==> src/rtl/regfile_scoreboard.sv <==
// Multi-port register file with write-first bypass and a per-register busy scoreboard
// used by decode to detect RAW/WAW hazards. Register 0 reads zero and is never busy.
module regfile_scoreboard #(
  parameter int unsigned DATA_WIDTH = 32,
  parameter int unsigned NUM_REGS   = 32,
  parameter int unsigned NUM_READ   = 2,
  localparam int unsigned ADDR_WIDTH = $clog2(NUM_REGS),
  localparam int unsigned CNT_WIDTH  = $clog2(NUM_REGS + 1)
) (
  input  logic                           clk,
  input  logic                           reset,
  input  logic [NUM_READ*ADDR_WIDTH-1:0] READ_Addr,
  output logic [NUM_READ*DATA_WIDTH-1:0] READ_Data,
  output logic [NUM_READ-1:0]            READ_Busy,
  input  logic                           WRITE_En,
  input  logic [ADDR_WIDTH-1:0]          WRITE_Addr,
  input  logic [DATA_WIDTH-1:0]          WRITE_Data,
  input  logic                           Issue_Valid,
  input  logic [ADDR_WIDTH-1:0]          Issue_Addr,
  output logic                           Issue_Ready,
  input  logic                           Flush,
  output logic [CNT_WIDTH-1:0]           Busy_Count
);

  logic [DATA_WIDTH-1:0] mem_q [NUM_REGS];
  logic [NUM_REGS-1:0]   busy_q, busy_d, busy_eff;
  logic [CNT_WIDTH-1:0]  cnt_q, cnt_d;
  logic                  wr_hit;
  logic                  reserve;

  assign wr_hit = WRITE_En && (WRITE_Addr != '0);

  // Busy bits with any same-cycle writeback already cleared.
  always_comb begin
    busy_eff = '0;
    for (int r = 0; r < NUM_REGS; r++) begin
      busy_eff[r] = busy_q[r] & ~(WRITE_En && (WRITE_Addr == ADDR_WIDTH'(r)));
    end
  end

  assign Issue_Ready = !reset && !Flush && ((Issue_Addr == '0) || !busy_eff[Issue_Addr]);
  assign reserve     = Issue_Valid && Issue_Ready;

  // Reservation beats a same-cycle writeback to the same register (WAW chaining).
  always_comb begin
    busy_d = '0;
    cnt_d  = '0;
    if (!Flush) begin
      busy_d = busy_eff;
      if (reserve && (Issue_Addr != '0)) begin
        busy_d[Issue_Addr] = 1'b1;
      end
    end
    busy_d[0] = 1'b0;
    for (int r = 0; r < NUM_REGS; r++) begin
      cnt_d = cnt_d + CNT_WIDTH'(busy_d[r]);
    end
  end

  always_ff @(posedge clk) begin
    if (reset) begin
      busy_q <= '0;
      cnt_q  <= '0;
      for (int r = 0; r < NUM_REGS; r++) begin
        mem_q[r] <= '0;
      end
    end else begin
      busy_q <= busy_d;
      cnt_q  <= cnt_d;
      if (wr_hit) begin
        mem_q[WRITE_Addr] <= WRITE_Data;
      end
    end
  end

  assign Busy_Count = cnt_q;

  always_comb begin
    logic [ADDR_WIDTH-1:0] ra;
    ra        = '0;
    READ_Data = '0;
    READ_Busy = '0;
    for (int i = 0; i < NUM_READ; i++) begin
      ra = READ_Addr[i*ADDR_WIDTH +: ADDR_WIDTH];
      if (wr_hit && (WRITE_Addr == ra)) begin
        READ_Data[i*DATA_WIDTH +: DATA_WIDTH] = WRITE_Data;
      end else begin
        READ_Data[i*DATA_WIDTH +: DATA_WIDTH] = mem_q[ra];
      end
      READ_Busy[i] = busy_q[ra] & ~(WRITE_En && (WRITE_Addr == ra));
    end
  end

endmodule

==> config.mk <==
export PLATFORM = sky130hd
export DESIGN_NAME = regfile_scoreboard
export DESIGN_NICKNAME = d
export VERILOG_FILES = /design/src/rtl/regfile_scoreboard.sv
export SDC_FILE = /design/constraint.sdc
export NUM_CORES = 2
export LEC_CHECK = 0
export ABC_AREA = 0
export CORE_MARGIN = 2
export CORE_UTILIZATION = 50
export CTS_CLUSTER_DIAMETER = 200
export DETAILED_ROUTE_END_ITERATION = 10
export GPL_ROUTABILITY_DRIVEN = 0
export HOLD_SLACK_MARGIN = 0.15
export PLACE_DENSITY = 0.66
export SLEW_MARGIN = 10
export SYNTH_ARGS = -nofsm -noshare
export SYNTH_HDL_FRONTEND = slang
export SYNTH_SLANG_ARGS = --single-unit
export TNS_END_PERCENT = 20
==> constraint.sdc <==
create_clock -name clk -period 10.55 [get_ports clk]
set_clock_uncertainty 0.2 [all_clocks]
set_input_delay 2.11 -clock clk [delete_from_list [all_inputs] [get_ports clk]]
set_output_delay 2.11 -clock clk [all_outputs]
set_load 0.01 [all_outputs]
==> reports/metrics.cfg <==
[outcome]
status = complete, no violations

[pwr]
p_int_mw = 7.71
sw_frac_of_total_pct = 24.9
powerDensity_mw_per_mm2 = 158
comb_power_share_pct = 12.7
switching_power_mw = 2.55
p_seq_share_pct = 48.2
vdd_drop_max_mv = 0.141
p_clk_share_pct = 39.1
leakage_nw = 21.8

[critical_path]
slowest_delay_ns = 1.02
cp_data_required_time_ns = 10.90
worstSetupPathType = in2reg
rr_worst_depth = 22
arrival_ns = 9.76
rrSetupSlack_ns = 3.26
crit_fanout = 32
cp-end-kind = flop
r2r_start = busy_q[16]$_SDFF_PP0_
crit_path_start_kind = input pin
cp_slowest_cell = clkdlybuf4s50_1
path_buf_inv = 5
cp_common_cell = fa_1
crit_chain = clkdlybuf4s50_1 > xor2_2 > o41ai_1 > a32o_1 > a311oi_1 > and4_2 > buf_4 > o22a_1 > fa_1 > fa_1 > fa_1 > inv_1 > fa_1 > fa_1 > inv_1 > fa_1 > fa_1 > fa_1 > inv_1 > a21o_1 > a21oi_1 > xor2_1 > nor2_1
timing.rr.end = Busy_Count[4]$_SDFF_PP0_
crit_family = adder cells

[job]
max-cap-violations = 0

[route]
vias = 35100
vias_per_cell = 6.63
drc_errors = 0
final_antenna_net_count = 0
detail_route.wl_per_cell_um = 34.8
drt-initial-drc-count = 4829
first_pass_iters = 6
totalWireLength_um = 185000

[floorplanning]
initial_utilization_pct = 50.2
die_h_um = 345
dieArea_mm2 = 0.119
num_rows = 125
core_mm2 = 0.116
ios = 130
die_w_um = 345

[placed_design]
dpl_cell_area_mm2 = 0.0611
dp_hpwl_um = 104000
dp_slack_ns = 0.545
port_buffers = 129

[sta]
max_freq_ghz = 0.106
rsz0062_at_grt = no
min_period_ns = 9.40
hold_violations = 0
fin_crit_sh_pct = 89.1
setup_ws_ns = 1.15
relSlewSlack_pct = 23.6
maxSlewViolCount = 0
tightest_slew_ns = 1.14
setup_violations = 0
fin_setup_tns_ns = 0

[yosys]
yosysWarnings = 0
ys_async_sr_fraction_pct = 0
ys_ff_latch = 1061
synth_cell_type_count = 58
synth-seq-area-share_pct = 54.2
synth_area_mm2 = 0.0581
netlist_instances = 3668
synth_edf_count = 1024
syn_area_per_cell_um2 = 15.8
synth_flop_cell = edfxtp_1

[cells_and_area]
fin_area_mm2 = 0.0648
fin_nets = 3759
drive_gt1_share_pct = 27.8
post-route-util_pct = 56.0
area_growth_pct = 11.6

[min_path]
holdPathEnd = busy_q[2]$_SDFF_PP0_
hold_depth = 2
holdCritPathClass = reg2reg
min_from = busy_q[2]$_SDFF_PP0_

[grt]
grt_pass1_wl_um = 262000
grt_usage_pct = 31.5
grt_pass1_vias = 35400
grt_max_degree = 95
grt-ovfl-total = 0
antenna_found_initial = 15

[clock_network]
clock_latency_ns = 0.72
cts_buffer_depth = 3
cts_tree = built
cts_sinks = 1061
cts_hold_buf = 0
numCtsBuffers = 117
h-tree-depth = 3
clk_pin_slew_worst_paths_ns = 0.06
cts_root_buffer = clkbuf_16
cts_resized = 0
cts_setup_buffers = 0

## cell type report
class	instances	area (um^2)
fill	8996	50900
sequential	1061	31500
multi-input combinational	2209	25200
clock buffer	141	3080
timing repair buffer	257	2360
tap	1524	1910
clock inverter	78	629
inverter	26	97.6
antenna	8	20.0
## power by group through the flow
stage                     logic [mW]  clock network, mW  registers [mW]
after global routing            1.36               4.20            4.97
after global placement          1.30                  0            5.01
after floorplan                0.823                  0            4.99
after CTS                       1.31               4.04            4.94
after detailed placement        1.30                  0            5.03
final                           1.31               4.01            4.94
## through the flow
stage | hold slack [ns] | power, mW | cells
global placement | 0.414 | 6.31 | 5077
CTS | 0.393 | 10.3 | 5296
global route | 0.464 | 10.5 | 5299
floorplan | 0.275 | 5.81 | 3699
finish | 0.424 | 10.3 | 5304
detailed placement | 0.383 | 6.33 | 5077
## worst register-to-register path, cell delays in order, from the launching register on
cell and delay (ns):
dfxtp_1 0.44, mux4_2 0.28, o41ai_1 0.08, a32o_1 0.27, a311oi_1 0.35, and4_2 0.72, buf_4 0.33, o22a_1 0.17
fa_1 0.45, fa_1 0.48, fa_1 0.50, inv_1 0.06, fa_1 0.48, fa_1 0.49, inv_1 0.05, fa_1 0.45
fa_1 0.43, fa_1 0.46, inv_1 0.08, a21o_1 0.10, a21oi_1 0.07, xor2_1 0.14, nor2_1 0.06
## cells in the final DEF, fill, tap and decap left out, drive strengths merged, types with 32 or more instances in the layout
cell type and count:
conb 32, clkbuf 141, mux2i 66, clkinv 62, buf 140, or2 37, clkdlybuf4s50 117, mux4 665
nor2 37, o21ai 97, nand2 87, edfxtp 1024, and2 992, dfxtp 37
## flip-flops by register name, summed over array words and instances, names as in the netlist
register    cells
Busy_Count      6
busy_q         31
mem_q        1024
## cells by family (layout without fill, tap and decap cells)
family / count (synthesis) / in the layout / synth area share, %
compound gates: 175 / 175 / 2.01
mux: 734 / 734 / 27.0
buf+inv: 429 / 502 / 2.98
flops: 1061 / 1061 / 54.2
simple gates: 1223 / 1223 / 12.6
other cells: 1 / 40 / 0.00646
xor+xnor: 15 / 15 / 0.252
fa+ha+maj: 30 / 30 / 0.943
## worst max path at each step
stage,start,cells past startpoint,to,slack [ns]
final,Issue_Addr[0],23,Busy_Count[4]$_SDFF_PP0_,1.15
after global placement,Issue_Addr[0],23,Busy_Count[4]$_SDFF_PP0_,0.62
after global routing,Issue_Addr[0],23,Busy_Count[4]$_SDFF_PP0_,0.80
after detailed placement,Issue_Addr[0],23,Busy_Count[4]$_SDFF_PP0_,0.55
after CTS,Issue_Addr[0],23,Busy_Count[4]$_SDFF_PP0_,1.25
after floorplan,Issue_Addr[0],25,Busy_Count[4]$_SDFF_PP0_,2.02
## cells in the mapped netlist (2+ instances only)
cell          n  area, um^2
edfxtp_1   1024       30700
and2_1      992        6210
mux4_2      665       15000
clkbuf_1    314        1180
o21ai_0      96         480
nand2_1      87         327
buf_2        69         345
mux2i_1      66         661
dfxtp_1      37         741
nor2_1       37         139
or2_2        36         225
inv_1        26        97.6
fa_1         23         460
o32ai_1      23         201
o32a_1       17         170
nor3_1       16        80.1
buf_1        15        56.3
nand3_1      11        55.1
nor2b_1      10        62.6
xor2_1       10        87.6
nand2b_1      8        50.1
ha_1          7        87.6
o22ai_1       7        43.8
o41ai_1       7        61.3
nand4_1       6        37.5
a21oi_1       4        20.0
buf_6         4        45.0
nand3b_1      4        30.0
o22a_1        4        35.0
and3_1        3        18.8
nor4_1        3        18.8
o21bai_1      3        22.5
xnor2_1       3        26.3
a2bb2oi_1     2        17.5
mux2_2        2        22.5
nand4bb_1     2        22.5
nor3b_1       2        15.0
o31ai_1       2        15.0
xor2_2        2        32.5
## layer usage
layer | part of all wire [%] | track usage, %
met4 | 4.6 | 13.2
met2 | 48 | 50.7
met5 | 0.0070 | 0
met3 | 9.7 | 4.72
met1 | 37 | 43.4
Note: power is estimated with default switching activity, not from simulation.
